`config.mk`:
```
export PLATFORM = sky130hd
export DESIGN_NAME = mmu_feeder
export DESIGN_NICKNAME = d
export VERILOG_FILES = /design/src/rtl/mmu_pkg.sv /design/src/rtl/skew_line.sv /design/src/rtl/mmu_feeder.sv
export SDC_FILE = /design/constraint.sdc
export NUM_CORES = 1
export LEC_CHECK = 0
export CORE_UTILIZATION = 50
export CTS_CLUSTER_DIAMETER = 100
export DETAILED_ROUTE_END_ITERATION = 12
export PLACE_DENSITY = 0.8
export SLEW_MARGIN = 20
export SYNTH_ARGS = -nofsm -noshare
export SYNTH_HDL_FRONTEND = slang
export SYNTH_SLANG_ARGS = --single-unit
```
`constraint.sdc`:
```
create_clock -name clk -period 5.93 [get_ports clk]
set_input_delay 1.186 -clock clk [delete_from_list [all_inputs] [get_ports clk]]
set_output_delay 1.186 -clock clk [all_outputs]
set_load 0.01 [all_outputs]
```
`src/rtl/mmu_pkg.sv`:
```
// Shared defaults and FSM state encoding for the MMU feeder.
package mmu_pkg;

   localparam int SIZE_DEF      = 4;
   localparam int BIT_WIDTH_DEF = 8;
   localparam int ARR_WIDTH_DEF = SIZE_DEF * BIT_WIDTH_DEF;

   typedef enum logic [2:0] {
      ST_IDLE    = 3'd0,
      ST_COLLECT = 3'd1,
      ST_BURST   = 3'd2,
      ST_SETTLE  = 3'd3,
      ST_STREAM  = 3'd4,
      ST_DRAIN   = 3'd5
   } state_t;

endpackage

```
`src/rtl/skew_line.sv`:
```
// Per-lane delay line of DEPTH registers (DEPTH >= 1), synchronously cleared.
module skew_line #(
   parameter int DEPTH = 1,
   parameter int W     = 8
) (
   input  logic         clk,
   input  logic         rst,
   input  logic [W-1:0] din,
   output logic [W-1:0] dout
);

   logic [DEPTH-1:0][W-1:0] sr_q, sr_d;

   always_comb begin
      sr_d    = sr_q;
      sr_d[0] = din;
      for (int i = 1; i < DEPTH; i++) sr_d[i] = sr_q[i-1];
   end

   always_ff @(posedge clk) begin
      if (rst) sr_q <= '0;
      else     sr_q <= sr_d;
   end

   assign dout = sr_q[DEPTH-1];

endmodule

```
`src/rtl/mmu_feeder.sv`:
```
// Weight/activation sequencer for the weight-stationary systolic MMU.
// Define FEEDER_SKEW_EN to diagonally skew data_arr lanes (lane k delayed k cycles).
module mmu_feeder
   import mmu_pkg::*;
#(
   parameter int SIZE      = SIZE_DEF,
   parameter int BIT_WIDTH = BIT_WIDTH_DEF,
   parameter int ARR_WIDTH = SIZE * BIT_WIDTH,
   parameter int WT_SETTLE = 2 * SIZE,
   parameter int DRAIN     = 2 * SIZE,
   parameter int ROW_CW    = 8
) (
   input  logic                 clk,
   input  logic                 rst,
   input  logic                 start,
   input  logic [ROW_CW-1:0]    num_rows,
   input  logic                 wt_valid,
   output logic                 wt_ready,
   input  logic [ARR_WIDTH-1:0] wt_data,
   input  logic                 act_valid,
   output logic                 act_ready,
   input  logic [ARR_WIDTH-1:0] act_data,
   output logic                 control,
   output logic [ARR_WIDTH-1:0] wt_arr,
   output logic [ARR_WIDTH-1:0] data_arr,
   output logic                 data_vld,
   output logic                 busy,
   output logic                 done
);

`ifdef FEEDER_SKEW_EN
   localparam int SKEW_STEP = 1;
   localparam int DRAIN_LEN = DRAIN + SIZE - 1;
`else
   localparam int SKEW_STEP = 0;
   localparam int DRAIN_LEN = DRAIN;
`endif
   localparam int CNT_W = $clog2(SIZE + WT_SETTLE + DRAIN_LEN + 1) + 1;

   state_t                         state_q, state_d;
   logic [CNT_W-1:0]               cnt_q, cnt_d;
   logic [ROW_CW-1:0]              rcnt_q, rcnt_d;
   logic [ROW_CW-1:0]              rows_q, rows_d;
   logic [SIZE-1:0][ARR_WIDTH-1:0] wbuf_q, wbuf_d;
   logic                           wt_ready_q, wt_ready_d;
   logic                           act_ready_q, act_ready_d;
   logic                           control_q, control_d;
   logic [ARR_WIDTH-1:0]           wt_arr_q, wt_arr_d;
   logic [ARR_WIDTH-1:0]           data_d;
   logic                           data_vld_q, data_vld_d;
   logic                           busy_q, busy_d;
   logic                           done_q, done_d;

   always_comb begin
      state_d     = state_q;
      cnt_d       = cnt_q;
      rcnt_d      = rcnt_q;
      rows_d      = rows_q;
      wbuf_d      = wbuf_q;
      wt_ready_d  = 1'b0;
      act_ready_d = 1'b0;
      control_d   = 1'b0;
      wt_arr_d    = '0;
      data_d      = '0;
      data_vld_d  = 1'b0;
      done_d      = 1'b0;
      case (state_q)
         ST_IDLE: begin
            if (start) begin
               state_d    = ST_COLLECT;
               rows_d     = num_rows;
               cnt_d      = '0;
               rcnt_d     = '0;
               wt_ready_d = 1'b1;
            end
         end
         ST_COLLECT: begin
            wt_ready_d = 1'b1;
            if (wt_valid && wt_ready_q) begin
               for (int i = 0; i < SIZE; i++)
                  if (cnt_q == CNT_W'(i)) wbuf_d[i] = wt_data;
               if (cnt_q == CNT_W'(SIZE - 1)) begin
                  state_d    = ST_BURST;
                  cnt_d      = '0;
                  wt_ready_d = 1'b0;
               end else begin
                  cnt_d = cnt_q + CNT_W'(1);
               end
            end
         end
         ST_BURST: begin
            control_d = 1'b1;
            for (int i = 0; i < SIZE; i++)
               if (cnt_q == CNT_W'(i)) wt_arr_d = wbuf_q[i];
            if (cnt_q == CNT_W'(SIZE - 1)) begin
               cnt_d   = '0;
               state_d = (rows_q == '0) ? ST_DRAIN : ST_SETTLE;
            end else begin
               cnt_d = cnt_q + CNT_W'(1);
            end
         end
         ST_SETTLE: begin
            // Leave two cycles early: ready registers one cycle, data one more.
            if (cnt_q == CNT_W'(WT_SETTLE - 2)) begin
               state_d     = ST_STREAM;
               cnt_d       = '0;
               act_ready_d = 1'b1;
            end else begin
               cnt_d = cnt_q + CNT_W'(1);
            end
         end
         ST_STREAM: begin
            act_ready_d = 1'b1;
            if (act_valid && act_ready_q) begin
               data_d     = act_data;
               data_vld_d = 1'b1;
               rcnt_d     = rcnt_q + ROW_CW'(1);
               if (rcnt_q + ROW_CW'(1) == rows_q) begin
                  state_d     = ST_DRAIN;
                  cnt_d       = '0;
                  act_ready_d = 1'b0;
               end
            end
         end
         ST_DRAIN: begin
            if (cnt_q == CNT_W'(DRAIN_LEN - 1)) begin
               state_d = ST_IDLE;
               cnt_d   = '0;
               done_d  = 1'b1;
            end else begin
               cnt_d = cnt_q + CNT_W'(1);
            end
         end
         default: state_d = ST_IDLE;
      endcase
      busy_d = (state_d != ST_IDLE);
   end

   always_ff @(posedge clk) begin
      if (rst) begin
         state_q     <= ST_IDLE;
         cnt_q       <= '0;
         rcnt_q      <= '0;
         rows_q      <= '0;
         wbuf_q      <= '0;
         wt_ready_q  <= 1'b0;
         act_ready_q <= 1'b0;
         control_q   <= 1'b0;
         wt_arr_q    <= '0;
         data_vld_q  <= 1'b0;
         busy_q      <= 1'b0;
         done_q      <= 1'b0;
      end else begin
         state_q     <= state_d;
         cnt_q       <= cnt_d;
         rcnt_q      <= rcnt_d;
         rows_q      <= rows_d;
         wbuf_q      <= wbuf_d;
         wt_ready_q  <= wt_ready_d;
         act_ready_q <= act_ready_d;
         control_q   <= control_d;
         wt_arr_q    <= wt_arr_d;
         data_vld_q  <= data_vld_d;
         busy_q      <= busy_d;
         done_q      <= done_d;
      end
   end

   // Each lane's delay line also provides the output register for data_arr.
   for (genvar k = 0; k < SIZE; k++) begin : g_lane
      skew_line #(.DEPTH(1 + SKEW_STEP * k), .W(BIT_WIDTH)) u_skew (
         .clk  (clk),
         .rst  (rst),
         .din  (data_d[k*BIT_WIDTH +: BIT_WIDTH]),
         .dout (data_arr[k*BIT_WIDTH +: BIT_WIDTH])
      );
   end

   assign wt_ready  = wt_ready_q;
   assign act_ready = act_ready_q;
   assign control   = control_q;
   assign wt_arr    = wt_arr_q;
   assign data_vld  = data_vld_q;
   assign busy      = busy_q;
   assign done      = done_q;

endmodule

```
==> flow_metrics.env <==
export IMPL_drive_above_1_share_pct=6.41
export IMPL_area_growth_pct=26.9
export IMPL_first_global_vias=7383
export IMPL_power_per_cell_area_mw_per_mm2=290
export IMPL_drc_errors=0
export IMPL_status="finished clean"
export IMPL_asyncSetResetFlopFracSynth_pct=0
export IMPL_timing_final_crit_share_pct=51.0
export IMPL_clk_pin_slew_ps=60
export IMPL_criticalPathCategory="input pin to flip-flop"
export IMPL_floorplan_rows=47
export IMPL_diodes=0
export IMPL_h_tree_depth=1
export IMPL_grt_start_max_net_pins=92
export IMPL_setup_tns_ps=0
export IMPL_design_core_area_mm2=0.0168
export IMPL_total_count_of_hold_check_failures_in_the_final_report=0
export IMPL_maxSlewHeadroom_pct=36.4
export IMPL_postSynthRegisterBits=223
export IMPL_worst_setup_path_start_kind="input pin"
export IMPL_global_route_overflow_total=0
export IMPL_critical_path_endpoint_type="flip-flop"
export IMPL_floorplan_initialDensity_pct=51.8
export IMPL_cts_setup_buffers=0
export IMPL_proportion_of_synthesized_chip_area_in_sequential_cells_pct=51.3
export IMPL_route_antenna_remaining_nets=0
export IMPL_power_total_w=0.00320
export IMPL_unrepaired_setup_endpoints_after_global_routing="no"
export IMPL_routed_wire_length_um=21700
export IMPL_mostFrequentLayoutCell="sky130_fd_sc_hd__nand2_1"
export IMPL_synthDistinctLibCells=55
export IMPL_place_congestion=0.862
export IMPL_worst_hold_startpoint="wbuf_q[106]"
export IMPL_final_cell_mix="328 x sky130_fd_sc_hd__nand2_1, 223 x sky130_fd_sc_hd__dfxtp_1, 148 x sky130_fd_sc_hd__a21oi_1"
export IMPL_cts_sinks=223
export IMPL_insertion_delay_ps=510
export IMPL_post_synth_instance_area_mm2=0.00871
export IMPL_vias_per_cell=5.54
export IMPL_gate_count_post_synth=1061
export IMPL_die_area_mm2=0.0179
export IMPL_fin_nets=1250
export IMPL_resize_count_post_cts=0
export IMPL_critPathArrivalTime_ps=3450
export IMPL_max_capacitance_violation_count=0
export IMPL_timing_critical_path_required_ps=6360
export IMPL_synthesis_nets=1143
export IMPL_largest_buffer_count_on_any_clock_path=3
export IMPL_number_of_cts_inserted_buffers=23
export IMPL_final_max_slew_viol_count=0
export IMPL_ys_flop_type="sky130_fd_sc_hd__dfxtp_1"
export IMPL_synth_warning_count=0
export IMPL_io_buffers=146
export IMPL_number_of_antenna_violations_at_the_first_check_in_global_routing=0
export IMPL_grt_first_pass_wirelength_um=35900
export IMPL_tightestPinTransition_ps=954
export IMPL_tritoncts="done"
export IMPL_clockRootBuffer="sky130_fd_sc_hd__clkbuf_16"
export IMPL_die_h_um=134
export IMPL_detailedRoute_firstPassIterationCount=5
export IMPL_worstPathMaxFanout=17
export IMPL_hold_path_class="flip-flop to flip-flop"
export IMPL_hpwl_um=13400
export IMPL_vias=7789
export IMPL_worstReg2RegStart="cnt_q[0]"
export IMPL_boundaryPins=147
export IMPL_drt_initial_drc_count=695
export IMPL_die_width_um=134
export IMPL_crit_start="wt_valid"
export IMPL_timing_final_setup_violations=0
export IMPL_wl_per_cell_um=15.4
export IMPL_grt_usage_pct=24.5
export IMPL_synth_enable_flop_cells=0
export IMPL_peakVddDrop_uv=234
export IMPL_syn_avg_cell_area_um2=8.21
export IMPL_final_period_minus_worst_setup_slack_ps=3020
export IMPL_leakagePower_nw=3.84
export IMPL_holdBufCountCts=0
export IMPL_fmaxAchievable_mhz=331
export IMPL_clock_skew_final_ps=10.7
worst max-delay path, stage by stage:
cell,delay (ps)
sky130_fd_sc_hd__clkdlybuf4s50_1,510
sky130_fd_sc_hd__nand2_1,80
sky130_fd_sc_hd__nor3_1,420
sky130_fd_sc_hd__and2_1,640
sky130_fd_sc_hd__buf_4,360
sky130_fd_sc_hd__nand2_1,100
sky130_fd_sc_hd__a21oi_1,150
where the power goes:
group	switching [W]	total, W	internal (W)
Combinational	0.0000841	0.000155	0.0000714
Clock	0.000588	0.00153	0.000939
Sequential	0.00000956	0.00152	0.00151
layout make-up:
type / instances / area, µm²
clock inverters: 13 / 178
repair buffers: 163 / 1590
inverters: 4 / 15.0
multi-input cells: 753 / 3890
fillers: 1446 / 5770
flip-flops and latches: 223 / 4460
clock buffers: 29 / 638
well taps: 220 / 275
path summary, 6_finish.rpt:
check	depth (start not counted)	endpoint	slack, ps
worst min-delay path	2	wt_arr[10]	450
worst max-delay path	7	wbuf_q[41]	2910
worst max register to register	8	wbuf_q[118]	3270
worst min register to register	2	wt_arr[10]	450
stage by stage:
step | cell area (µm²) | worst slack, ps | std cells | util, % | hold slack, ps
2_1_floorplan | 8710 | 3420 | 1061 | - | 420
3_3_place_gp | 10200 | 2530 | 1363 | 60.8 | 431
3_5_place_dp | 10200 | 2470 | 1363 | 60.8 | 437
4_1_cts | 11000 | 2950 | 1405 | 65.7 | 451
5_1_grt | 11000 | 2750 | 1405 | 65.7 | 460
6_report | 11000 | 2910 | 1405 | 65.7 | 447
state kept, by name, indices dropped and copies added (netlist names), 3 cells and up:
name	cells
wbuf_q	128
g_lane.u_skew.dout	32
wt_arr	32
rcnt_q	8
rows_q	8
cnt_q	6
state_q	3
logic make-up (layout without fill, tap and decap cells):
| kind of cell | count (synthesis) | after routing | share of synthesized area, % |
|---|---|---|---|
| compound gates | 252 | 252 | 18.5 |
| mux | 1 | 1 | 0.115 |
| fa+ha+maj | 5 | 5 | 0.718 |
| buf+inv | 85 | 209 | 4.24 |
| simple gates | 487 | 487 | 24.4 |
| flops | 223 | 223 | 51.3 |
| xor+xnor | 8 | 8 | 0.805 |
layer usage:
| metal | routed length [µm] | vias up | global-route usage (%) | part of all wire [%] |
|---|---|---|---|---|
| met5 | 0 | - | 0 | 0 |
| met4 | 454 | 0 | 9.03 | 2.1 |
| met3 | 1720 | 46 | 6.05 | 7.9 |
| met2 | 10200 | 295 | 40.8 | 47 |
| met1 | 9250 | 3624 | 30.5 | 43 |
| li1 | - | 3824 | - | - |
synth_stat cells (3+ instances only):
master                     instances  area [µm²]
sky130_fd_sc_hd__a211o_1           3        26.3
sky130_fd_sc_hd__a21oi_1         148         741
sky130_fd_sc_hd__a221o_1           3        30.0
sky130_fd_sc_hd__a221oi_1         29         254
sky130_fd_sc_hd__a31oi_1           7        43.8
sky130_fd_sc_hd__and2_1           39         244
sky130_fd_sc_hd__and3_1            3        18.8
sky130_fd_sc_hd__buf_2            30         150
sky130_fd_sc_hd__clkbuf_1         48         180
sky130_fd_sc_hd__dfxtp_1         223        4460
sky130_fd_sc_hd__ha_1              5        62.6
sky130_fd_sc_hd__inv_1             4        15.0
sky130_fd_sc_hd__nand2_1         328        1230
sky130_fd_sc_hd__nand2b_1         11        68.8
sky130_fd_sc_hd__nand3_1          13        65.1
sky130_fd_sc_hd__nor2_1           53         199
sky130_fd_sc_hd__nor2b_1           4        25.0
sky130_fd_sc_hd__nor3_1           13        65.1
sky130_fd_sc_hd__o211ai_1          4        30.0
sky130_fd_sc_hd__o21ai_0          12        60.1
sky130_fd_sc_hd__o21ai_1           3        15.0
sky130_fd_sc_hd__o41ai_1          29         254
sky130_fd_sc_hd__or3_1             5        31.3
sky130_fd_sc_hd__xnor2_1           4        35.0
sky130_fd_sc_hd__xor2_1            4        35.0
Note: power is estimated with default switching activity, not from simulation.
